## src/rtl/controle_varredura_servo.sv

```systemverilog
// Servo sweep sequencer: steps the PWM width code between POS_MIN and POS_MAX,
// settling at each position and requesting one range measurement.
module controle_varredura_servo #(
    parameter int unsigned CICLOS_ACOMODA = 25_000_000,
    parameter int unsigned CICLOS_TIMEOUT = 50_000_000,
    parameter int unsigned POS_MIN        = 0,
    parameter int unsigned POS_MAX        = 7
) (
    input  logic       clock,
    input  logic       reset,
    input  logic       ligar,
    input  logic       zerar,
    input  logic       medida_pronta,
    output logic [2:0] largura,
    output logic       sentido,
    output logic       pedir_medida,
    output logic       fim_varredura,
    output logic       timeout,
    output logic [3:0] db_estado
);

    typedef enum logic [3:0] {
        PARADO  = 4'd0,
        ACOMODA = 4'd1,
        MEDE    = 4'd2,
        AGUARDA = 4'd3,
        AVANCA  = 4'd4
    } estado_t;

    localparam logic [31:0] LIM_ACOMODA = 32'(CICLOS_ACOMODA - 1);
    localparam logic [31:0] LIM_TIMEOUT = 32'(CICLOS_TIMEOUT - 1);
    localparam logic [2:0]  L_MIN       = 3'(POS_MIN);
    localparam logic [2:0]  L_MAX       = 3'(POS_MAX);

    estado_t     r_estado;
    logic [31:0] r_cont;
    logic [2:0]  r_largura;
    logic        r_sentido;
    logic        r_fim;
    logic        r_timeout;

    always_ff @(posedge clock or posedge reset) begin
        if (reset) begin
            r_estado  <= PARADO;
            r_cont    <= '0;
            r_largura <= L_MIN;
            r_sentido <= 1'b1;
            r_fim     <= 1'b0;
            r_timeout <= 1'b0;
        end else begin
            r_fim     <= 1'b0;
            // A timeout owed in the last wait cycle is reported even if stopping
            r_timeout <= (r_estado == AGUARDA) && !medida_pronta &&
                         (r_cont == LIM_TIMEOUT);
            if (r_estado != PARADO && !ligar) begin
                r_estado <= PARADO;
                r_cont   <= '0;
            end else begin
                unique case (r_estado)
                    PARADO: begin
                        if (ligar) begin
                            r_estado <= ACOMODA;
                            r_cont   <= '0;
                        end else if (zerar) begin
                            r_largura <= L_MIN;
                            r_sentido <= 1'b1;
                        end
                    end
                    ACOMODA: begin
                        if (r_cont == LIM_ACOMODA) begin
                            r_estado <= MEDE;
                            r_cont   <= '0;
                        end else begin
                            r_cont <= r_cont + 32'd1;
                        end
                    end
                    MEDE: begin
                        r_estado <= AGUARDA;
                        r_cont   <= '0;
                    end
                    AGUARDA: begin
                        if (medida_pronta || r_cont == LIM_TIMEOUT) begin
                            r_estado <= AVANCA;
                            r_cont   <= '0;
                        end else begin
                            r_cont <= r_cont + 32'd1;
                        end
                    end
                    AVANCA: begin
                        r_estado <= ACOMODA;
                        r_cont   <= '0;
                        if (r_sentido) begin
                            if (r_largura < L_MAX) begin
                                r_largura <= r_largura + 3'd1;
                            end else begin
                                r_sentido <= 1'b0;
                                r_largura <= L_MAX - 3'd1;
                                r_fim     <= 1'b1;
                            end
                        end else begin
                            if (r_largura > L_MIN) begin
                                r_largura <= r_largura - 3'd1;
                            end else begin
                                r_sentido <= 1'b1;
                                r_largura <= L_MIN + 3'd1;
                                r_fim     <= 1'b1;
                            end
                        end
                    end
                    default: begin
                        r_estado <= PARADO;
                        r_cont   <= '0;
                    end
                endcase
            end
        end
    end

    assign largura       = r_largura;
    assign sentido       = r_sentido;
    assign pedir_medida  = (r_estado == MEDE);
    assign fim_varredura = r_fim;
    assign timeout       = r_timeout;
    assign db_estado     = r_estado;

endmodule

```

## config.mk

```make
export PLATFORM = sky130hd
export DESIGN_NAME = controle_varredura_servo
export DESIGN_NICKNAME = d
export VERILOG_FILES = /design/src/rtl/controle_varredura_servo.sv
export SDC_FILE = /design/constraint.sdc
export NUM_CORES = 1
export LEC_CHECK = 0
export ABC_CLOCK_PERIOD_IN_PS = 3050
export BUFFER_PORTS_ARGS = -buffer_cell sky130_fd_sc_hd__buf_4
export CORE_UTILIZATION = 55
export DETAILED_ROUTE_END_ITERATION = 10
export GPL_ROUTABILITY_DRIVEN = 0
export PLACE_DENSITY = 0.73
export SYNTH_ARGS = -nofsm -noshare
export SYNTH_HDL_FRONTEND = slang
export SYNTH_SLANG_ARGS = --single-unit
```

## constraint.sdc

```tcl
create_clock -name clock -period 3.05 [get_ports clock]
set_input_delay 0.305 -clock clock [delete_from_list [all_inputs] [get_ports clock]]
set_output_delay 0.305 -clock clock [all_outputs]
set_load 0.05 [all_outputs]
```

### Word-level counts from Yosys, hierarchy flattened

Index checks and enable logic that the tools add are counted.

| operators by class | value |
|---|---|
| reductions and logical operators | 11 |
| eq/ne operators | 11 |
| order comparisons | 2 |
| mux-type cells | 26 |
| bitwise gates (word level) | 1 |
| add/subtract/negate cells | 3 |

Operators with widths:

| operator | number |
|---|---|
| $mux 32 | 4 |
| $pmux 32 s3 | 1 |
| $add 32x1->32 const B | 1 |
| $eq 32x25->1 const B | 1 |
| $eq 32x26->1 const B | 1 |
| $pmux 4 s5 | 1 |
| $mux 4 | 4 |
| $mux 3 | 5 |
| $mux 1 | 9 |
| $eq 4x2->1 const B | 2 |
| $ne 3x3->1 const B | 2 |
| $pmux 3 s2 | 1 |
| $eq 4x1->1 const B | 1 |
| $eq 4x3->1 const B | 1 |
| $logic_not 4->1 | 1 |
| $ne 2x2->1 const B | 2 |
| $reduce_and 4->1 | 1 |
| $reduce_bool 4->1 | 1 |
| $add 3x1->3 const B | 1 |
| $gt 3x1->1 const B | 1 |
| $logic_and 1x1->1 | 3 |
| $lt 3x3->1 const B | 1 |
| $ne 3x1->1 const B | 1 |
| $reduce_and 3->1 | 1 |
| 6 further kinds | 7 |

| storage, ports and cells | value |
|---|---|
| logic and storage cells | 60 |
| bits of input ports | 5 |
| flip-flop bits (word level) | 42 |
| output and inout bits | 11 |

### Logic depth before layout (Yosys ltp)

| depth | value |
|---|---|
| word-level depth | 5 |
| mapped depth | 9 |
| mapped depth without buffers | 7 |

### Least setup slack after synthesis

Ideal clock, no wire load.

| timing | value |
|---|---|
| path type | reg-to-output |
| start | register r_estado[1], in the netlist db_estado[1] |
| end | output port pedir_medida |
| cell stages (with the launch flop) | 4 |
| data required time | 2.745 ns |
| setup slack | 0.635 ns |
| arrival | 2.110 ns |
| path buffers | 1 |
| path through | dfrtp_1 > clkbuf_1 > inv_1 > nor3_1 |

| on the way | value |
|---|---|
| longest elaborated chain between the ends | 1 |

Ends and longest elaborated chain:

| element | line | RTL |
|---|---|---|
| start: declaration | 35 | `estado_t r_estado;` |
| start signal: assignment | 44 | `r_estado <= PARADO;` |
| start signal: assignment | 56 | `r_estado <= PARADO;` |
| start signal: assignment | 62 | `r_estado <= ACOMODA;` |
| $eq 4x2->1 | 121 | `assign pedir_medida = (r_estado == MEDE);` |
| end: declaration | 16 | `output logic pedir_medida,` |

No other way between the ends.

### Worst setup path after layout

| timing | value |
|---|---|
| start | register r_cont[7] |
| end | register r_cont[29] |

| on the way | value |
|---|---|
| longest elaborated chain between the ends | 5 |
| elaborated cells on any way between the ends | 8 |
| those cells by class | add/sub: 1; eq/ne: 2; mux: 4; reduce/logical: 1 |

Ends and longest elaborated chain:

| element | line | RTL |
|---|---|---|
| start: declaration | 36 | `logic [31:0] r_cont;` |
| start signal: assignment | 74 | `r_cont <= r_cont + 32'd1;` |
| start signal: assignment | 86 | `r_cont <= r_cont + 32'd1;` |
| branches (longest 3 deep; another with $add 32x1->32) | - |  |
| $pmux 32 s3 * | 59 | `unique case (r_estado)` |
| $mux 32 * | 55 | `if (r_estado != PARADO && !ligar) begin` |

Mark *: on every way between the ends.
A chain may end at the register's enable or synchronous reset.

==> impl_results.md <==
- Leading area contributor after synthesis: dfrtp_1
- Synth top area share: 0.369
- Primary FF master, synth: dfrtp_1
- WL per Instance: 15.5 um
- Total global-route track usage: 0.258
- GR Util met2: 0.386
- Die W: 72.3 um
- Final Cell Area: 2960 um2
- Hold Crit Class: in2reg
- Root Buffer Master: clkbuf_8
- Rows: 25
- Endpoints failing setup: 0
- Final nets: 343
- DRC violations left: 0
- Top post-synthesis cells by area: dfrtp_1, nand2_1, o22ai_1
- Hold Buf Count CTS: 0
- Crit share post-route: 0.790
- CORE AREA: 4720 um2
- Met1 Use GR: 0.378
- Initial Utilization: 0.575
- Seq/Total Area, Yosys: 0.378
- Total power density per cell area: 384 nW/um2
- Critical Path AT: 2.58 ns
- Clock period minus worst slack: 2.41 ns
- Required @ worst endpoint: 3.22 ns
- Post-route ant nets: 0
- Commonest non-fill, non-tap cell in the layout: nand2_1
- Synthesized cell area: 2720 um2
- CTS Sinks: 41
- RSZ-0062 raised after global routing: no
- N_diodes: 0
- CP max FO: 20
- Fmax: 0.415 GHz
- Global route hottest layer: met2
- DIE AREA: 5220 um2
- Post-synth cell types: 56
- DRT Wirelength: 6230 um
- Drt via density: 6.16
- Clk_lat worst skew: 0.29 ns
- Initial antenna violation count: 0
- Kind of critical path: reg2reg
- Placed cell areas: 2830 um2
- Final hold violations: 0
- Layout cells sized above 1: 0.114
- Status: finished, final reports clean
- Worst Skew: 0.00418 ns
- Worst-path clk slew: 0.08 ns
- Yosys reg bits: 41
- Post-synth ARST share: 1.00
- IO Pins: 16
- Detailed Routing Iterations Pass 1: 5
- Number of global-route vias before repair: 2216
- Vias: 2469
- Most frequent cells in the layout: nand2_1, dfrtp_1, buf_4, o21ai_0, o22ai_1
- CTS max path bufs: 2
- Largest net degree at the start of global routing: 34
- Worst-margin pin slew: 1.00 ns
- Number of synthesized flops with an enable pin: 0
- Max VDD drop: 0.255 mV
- TNS Setup: 0 ns
- Input/output buffers: 14
- PostCTS Resize Cnt: 0
- Post-CTS setup buffers: 0
- Max_cap viols: 0
- Startpoint types: register
- Critical Path Sink Type: register
- Met3 Use GR: 0.0431
- Post-Synthesis Net Count: 338
- Slew HR: 0.331
- Syn avg cell area: 8.28 um2
- Initial detailed-routing violation count: 345
- Die Span Y: 72.3 um
- GRT overflow: 0
- H-tree Lvls: 2
- Final HPWL DP: 4330 um
- TritonCTS clock tree: done
- Slew Viols, Final: 0
- Leakage power: 1.26 nW
- Cts bufs inserted: 5
- Layout area overhead: 9.08%
- Yosys warns: 0
- Mapped Cells: 328
- First-pass GRT wire length: 10500 um
==> state kept, by name, indices dropped and copies added (netlist names) <==
name           flops
db_estado          3
fim_varredura      1
largura            3
r_cont            32
sentido            1
timeout            1
==> worst max-delay path, stage by stage (launching register included) <==
cell and delay (ns):
dfrtp_1 0.47, nor4_2 0.29, nand4_1 0.28, o31a_1 0.63, buf_4 0.29, o211ai_1 0.19, o211ai_1 0.12
==> per-stage QoR <==
step	hold slack, ns	util	cells	power [mW]	setup slack, ns
global placement	0.485	0.599	393	0.632	0.748
floorplan	0.376	-	328	0.612	0.635
finish	0.182	0.627	401	1.14	0.640
CTS	0.177	0.627	401	1.15	0.655
detailed placement	0.488	0.599	393	0.633	0.671
global route	0.178	0.627	401	1.18	0.484
==> final timing paths <==
kind | start | to | slack [ns] | cells past startpoint
max in group asynchronous | reset | r_cont[11]$_DFFE_PP0P_ | 2.09 | 3
worst max-delay path | r_cont[7]$_DFFE_PP0P_ | r_cont[29]$_DFFE_PP0P_ | 0.64 | 6
min in group asynchronous | reset | r_cont[2]$_DFFE_PP0P_ | 0.25 | 2
worst max register to register | r_cont[7]$_DFFE_PP0P_ | r_cont[29]$_DFFE_PP0P_ | 0.64 | 6
worst min register to register | r_cont[1]$_DFFE_PP0P_ | r_cont[1]$_DFFE_PP0P_ | 0.54 | 2
worst min-delay path | medida_pronta | timeout$_DFF_PP0_ | 0.18 | 2
==> routing by layer <==
metal  wire [um]  vias up  part of all wire
met5           0        -                 0
met4          93        0             0.015
met2        2820       89              0.45
li1            -     1213                 -
met3         335       11             0.054
met1        2970     1156              0.48
==> cells by family (layout without fill, tap and decap cells) <==
family          Yosys count  in the layout  share of synthesized area
buf+inv                  34             40                     0.0659
mux                       1              1                    0.00415
fa+ha+maj                 5              5                     0.0230
other cells               1              1                    0.00138
flops                    41             41                      0.378
xor+xnor                  4              4                     0.0129
compound gates           75             75                      0.187
simple gates            167            167                      0.327
==> cell usage after synthesis (all sizes together) (3+ instances only) <==
master  number
a21oi        5
a22oi        3
and2         7
and3         4
and4         8
buf         11
clkbuf      12
dfrtp       40
ha           5
inv         11
nand2       65
nand3       16
nand4       10
nor2        12
nor2b        3
nor3        12
nor4        11
nor4bb       3
o211ai      11
o21a         3
o21ai       17
o22ai       16
o31a         7
or2          5
==> power by group <==
group,internal (mW),switching (mW),total [mW]
logic,0.0185,0.0438,0.0623
clock network,0.325,0.192,0.517
registers,0.549,0.0103,0.559
==> layout make-up <==
class                           count  area (um2)
Multi-Input combinational cell    253        1520
Clock buffer                        5        68.8
Sequential cell                    41        1030
Fill cell                         432        1760
Clock inverter                      3        65.1
Inverter                           11        41.3
Tap cell                           67        83.8
Timing Repair Buffer               21         158
Note: power is estimated with default switching activity, not from simulation.
